===== config.mk =====
export PLATFORM = sky130hd
export DESIGN_NAME = uart_tx_flat
export DESIGN_NICKNAME = d
export VERILOG_FILES = /design/src/rtl/uart_pkg.sv /design/src/rtl/uart_tx_if.sv /design/src/rtl/par_calc.sv /design/src/rtl/uart_tx.sv /design/src/flat_wrapper.sv
export SDC_FILE = /design/constraint.sdc
export NUM_CORES = 1
export LEC_CHECK = 0
export ABC_CLOCK_PERIOD_IN_PS = 4100
export BUFFER_PORTS_ARGS = -buffer_cell sky130_fd_sc_hd__clkbuf_2
export CELL_PAD_IN_SITES_DETAIL_PLACEMENT = 1
export CELL_PAD_IN_SITES_GLOBAL_PLACEMENT = 2
export CORE_ASPECT_RATIO = 0.75
export CORE_MARGIN = 2
export CORE_UTILIZATION = 37
export DETAILED_ROUTE_END_ITERATION = 7
export HOLD_SLACK_MARGIN = 0.03
export PLACE_DENSITY_LB_ADDON = 0.1
export SYNTH_ARGS = -nofsm -noshare
export SYNTH_HDL_FRONTEND = slang
export SYNTH_SLANG_ARGS = --single-unit

===== constraint.sdc =====
create_clock -name CLK -period 4.1 [get_ports CLK]
set_input_delay 1.23 -clock CLK [delete_from_list [all_inputs] [get_ports CLK]]
set_output_delay 1.23 -clock CLK [all_outputs]
set_load 0.01 [all_outputs]

===== src/rtl/uart_pkg.sv =====
// Shared UART definitions: frame state encoding and line/parity constants
// common to the TX serializer and the RX parity checker.
package uart_pkg;

  typedef enum logic [2:0] {
    IDLE   = 3'd0,
    START  = 3'd1,
    DATA   = 3'd2,
    PARITY = 3'd3,
    STOP   = 3'd4
  } tx_state_e;

  localparam logic START_BIT = 1'b0;
  localparam logic STOP_BIT  = 1'b1;
  localparam logic PAR_EVEN  = 1'b0;
  localparam logic PAR_ODD   = 1'b1;

  // Bit-counter width; a one-bit payload still needs a one-bit counter.
  function automatic int cnt_width(input int width);
    return (width > 1) ? $clog2(width) : 1;
  endfunction

endpackage


===== src/rtl/uart_tx_if.sv =====
// Parallel request side of the UART transmitter plus its serial/busy status.
interface uart_tx_if #(
  parameter int DATA_WIDTH = 8
);
  logic [DATA_WIDTH-1:0] P_DATA;
  logic                  Data_Valid;
  logic                  PAR_EN;
  logic                  PAR_TYP;
  logic                  TX_OUT;
  logic                  Busy;

  modport master (
    output P_DATA, Data_Valid, PAR_EN, PAR_TYP,
    input  TX_OUT, Busy
  );

  modport slave (
    input  P_DATA, Data_Valid, PAR_EN, PAR_TYP,
    output TX_OUT, Busy
  );
endinterface


===== src/rtl/par_calc.sv =====
// Registered parity generator; same equation as the RX parity checker so
// both ends of the link agree on even/odd polarity.
module par_calc
  import uart_pkg::*;
#(
  parameter int DATA_WIDTH = 8
) (
  input  logic                  CLK,
  input  logic                  RST,
  input  logic                  en,
  input  logic [DATA_WIDTH-1:0] data,
  input  logic                  par_typ,
  output logic                  par_bit
);

  function automatic logic calc_parity(input logic [DATA_WIDTH-1:0] d,
                                       input logic                  typ);
    if (typ == PAR_EVEN) return ^d;
    else                 return ~^d;
  endfunction

  always_ff @(posedge CLK or negedge RST) begin
    if (!RST)    par_bit <= 1'b0;
    else if (en) par_bit <= calc_parity(data, par_typ);
  end

endmodule


===== src/rtl/uart_tx.sv =====
// UART serializer: start bit, LSB-first payload, optional parity, stop bit,
// one bit per clock; a new request may be accepted during the stop bit.
module uart_tx
  import uart_pkg::*;
#(
  parameter int DATA_WIDTH = 8
) (
  input  logic      CLK,
  input  logic      RST,
  uart_tx_if.slave  tx
);

  localparam int                CNT_W = cnt_width(DATA_WIDTH);
  localparam logic [CNT_W-1:0] LAST  = CNT_W'(DATA_WIDTH - 1);

  tx_state_e             state, state_nxt;
  logic [CNT_W-1:0]      cnt, cnt_nxt;
  logic [DATA_WIDTH-1:0] data_q;
  logic                  par_en_q;
  logic                  par_bit;
  logic                  accept;
  logic                  tx_nxt, busy_nxt;
  logic                  tx_q, busy_q;

  assign accept = tx.Data_Valid && ((state == IDLE) || (state == STOP));

  // Request capture: inputs are don't-care once the frame has started
  always_ff @(posedge CLK or negedge RST) begin
    if (!RST) begin
      data_q   <= '0;
      par_en_q <= 1'b0;
    end else if (accept) begin
      data_q   <= tx.P_DATA;
      par_en_q <= tx.PAR_EN;
    end
  end

  par_calc #(
    .DATA_WIDTH (DATA_WIDTH)
  ) u_par_calc (
    .CLK     (CLK),
    .RST     (RST),
    .en      (accept),
    .data    (tx.P_DATA),
    .par_typ (tx.PAR_TYP),
    .par_bit (par_bit)
  );

  // State register and bit counter
  always_ff @(posedge CLK or negedge RST) begin
    if (!RST) begin
      state <= IDLE;
      cnt   <= '0;
    end else begin
      state <= state_nxt;
      cnt   <= cnt_nxt;
    end
  end

  // Next-state logic; the counter only advances inside DATA and never wraps
  always_comb begin
    state_nxt = state;
    cnt_nxt   = '0;
    case (state)
      IDLE:   if (accept) state_nxt = START;
      START:  state_nxt = DATA;
      DATA: begin
        if (cnt == LAST) begin
          state_nxt = par_en_q ? PARITY : STOP;
        end else begin
          cnt_nxt = cnt + CNT_W'(1);
        end
      end
      PARITY: state_nxt = STOP;
      STOP:   state_nxt = accept ? START : IDLE;
      default: state_nxt = IDLE;
    endcase
  end

  // Output decode from the upcoming state so the line value lands in a flop
  always_comb begin
    tx_nxt   = STOP_BIT;
    busy_nxt = 1'b1;
    case (state_nxt)
      IDLE:    busy_nxt = 1'b0;
      START:   tx_nxt   = START_BIT;
      DATA:    tx_nxt   = data_q[cnt_nxt];
      PARITY:  tx_nxt   = par_bit;
      STOP:    tx_nxt   = STOP_BIT;
      default: busy_nxt = 1'b0;
    endcase
  end

  always_ff @(posedge CLK or negedge RST) begin
    if (!RST) begin
      tx_q   <= STOP_BIT;
      busy_q <= 1'b0;
    end else begin
      tx_q   <= tx_nxt;
      busy_q <= busy_nxt;
    end
  end

  assign tx.TX_OUT = tx_q;
  assign tx.Busy   = busy_q;

endmodule


===== src/flat_wrapper.sv =====
// flat-port wrapper written by rule: the top's interface ports become plain ports
module uart_tx_flat import uart_pkg::*;
#(
  parameter int DATA_WIDTH = 8
)
  (CLK, RST, tx_P_DATA, tx_Data_Valid, tx_PAR_EN, tx_PAR_TYP, tx_TX_OUT, tx_Busy);
  uart_tx_if #(.DATA_WIDTH(DATA_WIDTH)) tx_i ();
  input  logic CLK;
  input  logic RST;
  input wire logic [$bits(tx_i.P_DATA)-1:0] tx_P_DATA;
  input wire logic [$bits(tx_i.Data_Valid)-1:0] tx_Data_Valid;
  input wire logic [$bits(tx_i.PAR_EN)-1:0] tx_PAR_EN;
  input wire logic [$bits(tx_i.PAR_TYP)-1:0] tx_PAR_TYP;
  output wire logic [$bits(tx_i.TX_OUT)-1:0] tx_TX_OUT;
  output wire logic [$bits(tx_i.Busy)-1:0] tx_Busy;
  assign tx_i.P_DATA = tx_P_DATA;
  assign tx_i.Data_Valid = tx_Data_Valid;
  assign tx_i.PAR_EN = tx_PAR_EN;
  assign tx_i.PAR_TYP = tx_PAR_TYP;
  assign tx_TX_OUT = tx_i.TX_OUT;
  assign tx_Busy = tx_i.Busy;
  uart_tx #(.DATA_WIDTH(DATA_WIDTH)) u_core (.CLK(CLK), .RST(RST), .tx(tx_i));
endmodule

==> flow_summary_export.csv, run 1 <==
group,metric,value,unit
synthesis,netlist_area,882.1,µm²
synthesis,synth_compound_area_frac,0.07234,
setup_path,cp_max_fo,1,
layout,multiInputGateArea,406.6,µm²
clock_network,cts_sinks,18,
power_and_ir_drop,clkPwrFrac,0.134,
synthesis,synth_warnings,0,
sta,fin_crit_sh,0.5260,
global_route,antenna_found_initial,0,
setup_path,crit_family,"flip-flops",
floorplanning,start_util,0.3884,
power_and_ir_drop,internal-power,435.5,µW
clock_network,cts_setup_buffers,0,
global_route,track_usage,0.1566,
route,drc,0,
setup_path,path_cells,"clkbuf_2",
synthesis,synthCells,76,
synthesis,synth_edf_count,0,
power_and_ir_drop,worst_ir_drop_vdd,245.8,µV
synthesis,synthTopCellsByArea,"dfrtp_1, mux2_2, xnor2_1",
power_and_ir_drop,power_frac_comb,0.392,
floorplanning,die_area,2795,µm²
floorplanning,core_area,2271,µm²
setup_path,max_stage_delay,0.52,ns
route,drtPass1Iterations,2,
sta,maxSlewViolCount,0,
sta,hold_ws,0.5115,ns
synthesis,synth_xor_area_frac,0.07943,
synthesis,muxShareOfSynthArea,0.1433,
clock_network,h-tree-depth,1,
setup_path,cp.required,2.87,ns
layout,fillers,276,
route,ant_nets,0,
synthesis,syn_nets,91,
clock_network,post_cts_resized,0,
global_route,grt_pass1_wl,3.084,mm
route,drt-initial-drc-count,19,
synthesis,ys_seq_elements,18,
synthesis,synth-simple-area-share,0.1376,
clock_network,clk_latency,0.29,ns
synthesis,ys_types,27,
synthesis,yosys.area.top_type,"dfrtp_1",
setup_path,start_kind,"register",
worst_hold_path,hold_class,"reg -> reg",
synthesis,synthFlopType,"dfrtp_1",
placement,numPortBuffers,14,
sta,finalCriticalPeriod,2.157,ns
status,outcome,"finished, final reports clean",
synthesis,ys_top_cells_by_count,"dfrtp_1, mux2_2, xnor2_1",
route,vias_per_cell,4.921,
synthesis,synth.most_common_cell,"dfrtp_1",
clock_network,cts-buffers-inserted,3,
synthesis,syn_avg_cell_area,11.61,µm²
global_route,grt_start_max_net_pins,19,
synthesis,synth_top_family_by_area,"multiplexers",
floorplanning,ios,15,
power_and_ir_drop,powerDensity,666.6,nW/µm²
synthesis,synth-seq-area-share,0.5121,
synthesis,yosys.area_share.adder,0.02837,
layout,post-route-util,0.4441,
sta,max_freq,0.4637,GHz
global_route,grt_pass1_vias,650,
synthesis,async_reset_ff_frac,1.000,
setup_path,slowest_stage,"dfstp_2",
layout,drive_gt1_frac,0.3043,
layout,num-nets-final,108,
placement,place.gp.congestion,0.7090,
floorplanning,fp.dieH,46.29,µm
sta,grt_setup_unrepaired,"no",
clock_network,cts-root-buf,"clkbuf_4",
clock_network,holdBufCountCts,0,
power_and_ir_drop,switchingPower,236.8,µW
setup_path,worst_setup_path_end_kind,"output port",
floorplanning,die_w,60.38,µm
job,cap_violations,0,
sta,final.setup.tns,0,ns
power_and_ir_drop,power.total,672.2,µW
sta,fin_skew,0.006796,ns
route,routed_wl,1.743,mm
synthesis,synth_top_area_frac,0.4823,
power_and_ir_drop,netSwitchingFraction,0.3522,
sta,slew_headroom,0.6312,
setup_path,worstSetupPathType,"reg -> out",
layout,fin_area,1008,µm²
clock_network,clkTransAtPathRegs,0.10,ns
placement,placed_cell_area,982.2,µm²
power_and_ir_drop,p_leak,0.4442,nW
route,wl_per_cell,13.83,µm
placement,dpl.hpwl,1.329,mm
power_and_ir_drop,pwr-share-seq,0.474,
clock_network,cts_tree,"built",
layout,antenna_cells,0,
route,vias,620,
floorplanning,num_rows,15,
global_route,overflow,0,
setup_path,critPathBufInv,1,
setup_path,arrival,0.93,ns
layout,register_area,451.7,µm²
layout,area_growth,14.33,%
sta,tightest_slew,0.5532,ns
sta,hold_viol,0,
clock_network,clock_path_buffers,2,
sta,setup_viol,0,
-- cells in the final DEF, fill, tap and decap left out --
master     n
inv_1      3
xor2_1     2
nand2b_1   1
clkbuf_4   3
a211oi_1   1
clkbuf_1   1
nand3_1    1
dfstp_2    1
mux2_4     1
mux2i_1    1
mux2_2     9
o21ai_0    2
nor2b_1    3
ha_1       2
nand3b_1   1
nor4_1     2
dfrtp_1   17
o21a_1     1
clkbuf_2  14
o221ai_1   1
nand2_1    3
o21bai_1   2
and2_1     2
a21oi_1    3
nand4_1    3
xnor2_1    6
nor2_1     1
nor3_1     5
-- sequential cells by signal, indices dropped and copies added, names as in the netlist --
register                   cells
u_core.cnt                     3
u_core.tx.TX_OUT               1
u_core.data_q                  8
u_core.u_par_calc.par_bit      1
u_core.state                   3
u_core.par_en_q                1
u_core.tx.Busy                 1
-- final timing paths --
kind                             startpoint          endpoint  slack, ns  cells past startpoint
min in group asynchronous               RST  u_core.data_q[2]       0.87                      1
setup / recovery           u_core.tx.TX_OUT         tx_TX_OUT       1.94                      1
max in group asynchronous               RST  u_core.tx.TX_OUT       2.87                      1
hold / removal             u_core.data_q[2]  u_core.data_q[2]       0.51                      1
setup reg to reg              u_core.cnt[0]  u_core.tx.TX_OUT       2.21                      6
hold reg to reg            u_core.data_q[2]  u_core.data_q[2]       0.51                      1
-- final cells by class --
type / count / share of cell area
Inverter: 3 / 0.01117
Multi-Input combinational cell: 53 / 0.4032
Sequential cell: 18 / 0.4479
Tap cell: 34 / 0.04218
Clock buffer: 4 / 0.02605
Timing Repair Buffer: 14 / 0.06948
-- kinds of logic after synthesis --
family,Yosys count
AOI/OAI and AO/OA,10
xor gates and xnor gates,8
adders and majority gates,2
buffers and inverters,5
DFF,18
muxes,11
and+or+nand+nor,22
-- power groups by stage --
stage / clock network, mW / registers (mW) / logic (mW)
after detailed placement: 0 / 0.325 / 0.266
final: 0.0904 / 0.319 / 0.263
after global routing: 0.103 / 0.333 / 0.296
after CTS: 0.0933 / 0.321 / 0.267
after global placement: 0 / 0.327 / 0.262
after floorplan: 0 / 0.305 / 0.212
-- per-layer routing --
metal	GRT usage	part of all wire
met1	0.2149	0.53
met3	0.05899	0.041
met2	0.2391	0.42
met5	0	0
met4	0.02667	0.0080
-- metrics by stage --
stage                     std cells  setup WS [ns]
after floorplan                  76          1.962
after global placement          122          1.772
after detailed placement        122          1.721
after CTS                       126          1.931
after global routing            126          1.898
final                           126          1.943
Power figures use the tool's default switching activity.
==> run 2: changes to the inputs <==
- ABC_AREA: default -> 1
- ABC_CLOCK_PERIOD_IN_PS: 4100 -> 1900
- CORE_UTILIZATION: 37 -> 28
- clock period: 4.1 -> 1.9 ns (I/O delays scaled with it)
==> run 2 against run 1 <==
Sequential cell count stayed put. Cell count is 39% higher. Hold slack worse by 0.26 ns. Cell area is 9.3% higher. Wire length is 20% higher. Synthesized area is 7.9% higher. First-iteration DRC count is 68% lower. Clock power grew to 3.0 times the previous value. Global-route usage is 3.4 points lower.
==> flow_summary_export.csv, run 2 <==
group,metric,value,unit
floorplanning,die_area,3888,µm²
setup_path,r2r_end,"u_core.tx.TX_OUT",
global_route,grt_pass1_vias,759,
clock_network,holdBufCountCts,0,
synthesis,yosys.area.top_type,"dfrtp_1",
synthesis,ys_types,21,
sta,hold_ws,0.2539,ns
layout,largest_reg_flops,8,
setup_path,worst_setup_path_end_kind,"register",
synthesis,synth_warnings,0,
layout,multiInputGateArea,424.2,µm²
sta,fin_skew,0.007559,ns
setup_path,r2r-start,"u_core.cnt[0]",
sta,setup_viol,0,
synthesis,syn_avg_cell_area,8.069,µm²
synthesis,async_reset_ff_frac,1.000,
synthesis,yosys.area_share.adder,0.02628,
layout,reg_top3,"u_core.data_q: 8 flops, u_core.cnt: 3 flops, u_core.state: 3 flops",
clock_network,clk_latency,0.25,ns
sta,final.setup.tns,0,ns
synthesis,synth-seq-area-share,0.4744,
setup_path,arrival,1.89,ns
power_and_ir_drop,netSwitchingFraction,0.3979,
synthesis,synth_xor_area_frac,0.06439,
layout,area_growth,15.77,%
sta,grt_setup_unrepaired,"no",
placement,dpl.hpwl,1.683,mm
layout,num-nets-final,151,
floorplanning,fp.dieH,54.50,µm
job,cap_violations,0,
clock_network,h-tree-depth,1,
route,vias,769,
sta,maxSlewViolCount,0,
clock_network,cts_sinks,18,
route,drtPass1Iterations,3,
route,wl_per_cell,11.95,µm
clock_network,post_cts_resized,0,
synthesis,netlist_area,952.2,µm²
setup_path,ff2ff_setup_slack,0.19,ns
placement,numPortBuffers,14,
layout,mostFrequentLayoutCells,"nand2_1, dfrtp_1, clkbuf_2, inv_1, nand3_1",
power_and_ir_drop,powerDensity,1418,nW/µm²
placement,placed_cell_area,1057,µm²
global_route,antenna_found_initial,0,
clock_network,cts-buffers-inserted,3,
synthesis,synthTopCellsByArea,"dfrtp_1, nand2_1, nand3_1",
synthesis,synth.most_common_cell,"nand2_1",
sta,fin_crit_sh,0.8987,
setup_path,reg2reg_depth,10,
global_route,overflow,0,
synthesis,muxShareOfSynthArea,0,
power_and_ir_drop,p_leak,0.6033,nW
placement,place.gp.congestion,0.7985,
power_and_ir_drop,worst_ir_drop_vdd,398.5,µV
layout,fin_area,1102,µm²
global_route,track_usage,0.1227,
synthesis,synth_top_family_by_area,"simple AND/OR/NAND/NOR gates",
synthesis,synth_edf_count,0,
synthesis,syn_nets,133,
layout,drive_gt1_frac,0.2000,
sta,max_freq,0.5856,GHz
clock_network,clock_path_buffers,2,
power_and_ir_drop,clkPwrFrac,0.173,
power_and_ir_drop,switchingPower,622.0,µW
clock_network,cts_tree,"built",
synthesis,synthFlopType,"dfrtp_1",
floorplanning,start_util,0.2916,
route,vias_per_cell,4.394,
setup_path,worstSetupPathType,"reg -> reg",
status,outcome,"finished, final reports clean",
power_and_ir_drop,internal-power,941.4,µW
layout,antenna_cells,0,
floorplanning,core_area,3266,µm²
placement,preCtsSetupSlack,0.2096,ns
route,ant_nets,0,
global_route,grt_start_max_net_pins,19,
power_and_ir_drop,pwr-share-seq,0.421,
synthesis,ys_top_cells_by_count,"nand2_1, dfrtp_1, inv_1",
floorplanning,num_rows,18,
route,drc,0,
setup_path,cp_max_fo,4,
layout,fillers,399,
layout,register_area,451.7,µm²
setup_path,cp.required,2.08,ns
clock_network,cts-root-buf,"clkbuf_8",
synthesis,synth-simple-area-share,0.3193,
floorplanning,ios,15,
route,drt-initial-drc-count,6,
layout,layout.cells.most_common,"nand2_1",
sta,finalCriticalPeriod,1.708,ns
synthesis,synth_top_area_frac,0.4468,
setup_path,start_kind,"register",
synthesis,ys_seq_elements,18,
sta,tightest_slew,0.4630,ns
sta,setup_slack,0.1924,ns
sta,hold_viol,0,
worst_hold_path,hold_class,"in -> async",
clock_network,cts_setup_buffers,0,
synthesis,synthCells,118,
layout,largest-register,"u_core.data_q",
route,routed_wl,2.092,mm
sta,slew_headroom,0.6913,
clock_network,clkTransAtPathRegs,0.07,ns
power_and_ir_drop,power_frac_comb,0.406,
global_route,grt_pass1_wl,3.608,mm
synthesis,synth_compound_area_frac,0.03548,
floorplanning,die_w,71.34,µm
[run 2: worst max path at each step]
stage / endpoint / cells past startpoint / start
after detailed placement: u_core.tx.TX_OUT / 10 / u_core.cnt[0]
final: u_core.tx.TX_OUT / 10 / u_core.cnt[0]
after floorplan: u_core.tx.TX_OUT / 10 / u_core.cnt[0]
after global placement: u_core.tx.TX_OUT / 10 / u_core.cnt[0]
after CTS: u_core.tx.TX_OUT / 10 / u_core.cnt[0]
after global routing: u_core.tx.TX_OUT / 10 / u_core.cnt[0]
[run 2: layer usage]
layer | share of wire | GRT usage | vias to the layer above
met1 | 0.57 | 0.1806 | 360
li1 | - | - | 402
met2 | 0.40 | 0.1775 | 7
met5 | 0 | 0 | -
met4 | 0 | 0.009434 | 0
met3 | 0.034 | 0.04420 | 0
[run 2: power by group through the flow]
stage	logic [mW]	registers [mW]	clock network, mW
5_1_grt	0.749	0.681	0.303
4_1_cts	0.654	0.661	0.288
3_3_place_gp	0.630	0.679	0
2_1_floorplan	0.489	0.648	0
3_5_place_dp	0.649	0.668	0
6_report	0.635	0.658	0.270
[run 2: cell type report]
cell class / instances / share of cell area
Multi-Input combinational cell: 84 / 0.3848
Inverter: 14 / 0.04881
Tap cell: 40 / 0.04540
Clock buffer: 4 / 0.04086
Sequential cell: 18 / 0.4098
Timing Repair Buffer: 15 / 0.07037
[run 2: critical path: stages, from the launching register on]
cell,delay [ns]
dfrtp_1,0.40
ha_1,0.21
ha_1,0.22
nor2_2,0.21
nand3_2,0.16
nor2_2,0.10
nand2_1,0.06
nand3_1,0.08
nand3_1,0.08
nand2_1,0.06
nand2_1,0.05
[run 2: per-stage QoR]
| step | util | instances | power, mW |
|---|---|---|---|
| 2_1_floorplan | - | 118 | 1.137 |
| 3_3_place_gp | 0.3238 | 171 | 1.309 |
| 3_5_place_dp | 0.3238 | 171 | 1.317 |
| 4_1_cts | 0.3375 | 175 | 1.603 |
| 5_1_grt | 0.3375 | 175 | 1.733 |
| 6_report | 0.3375 | 175 | 1.563 |
[run 2: logic make-up after synthesis]
| family | Yosys count |
|---|---|
| and+or+nand+nor | 69 |
| DFF | 18 |
| buffers and inverters | 16 |
| xor gates and xnor gates | 7 |
| AOI/OAI and AO/OA | 6 |
| adders and majority gates | 2 |
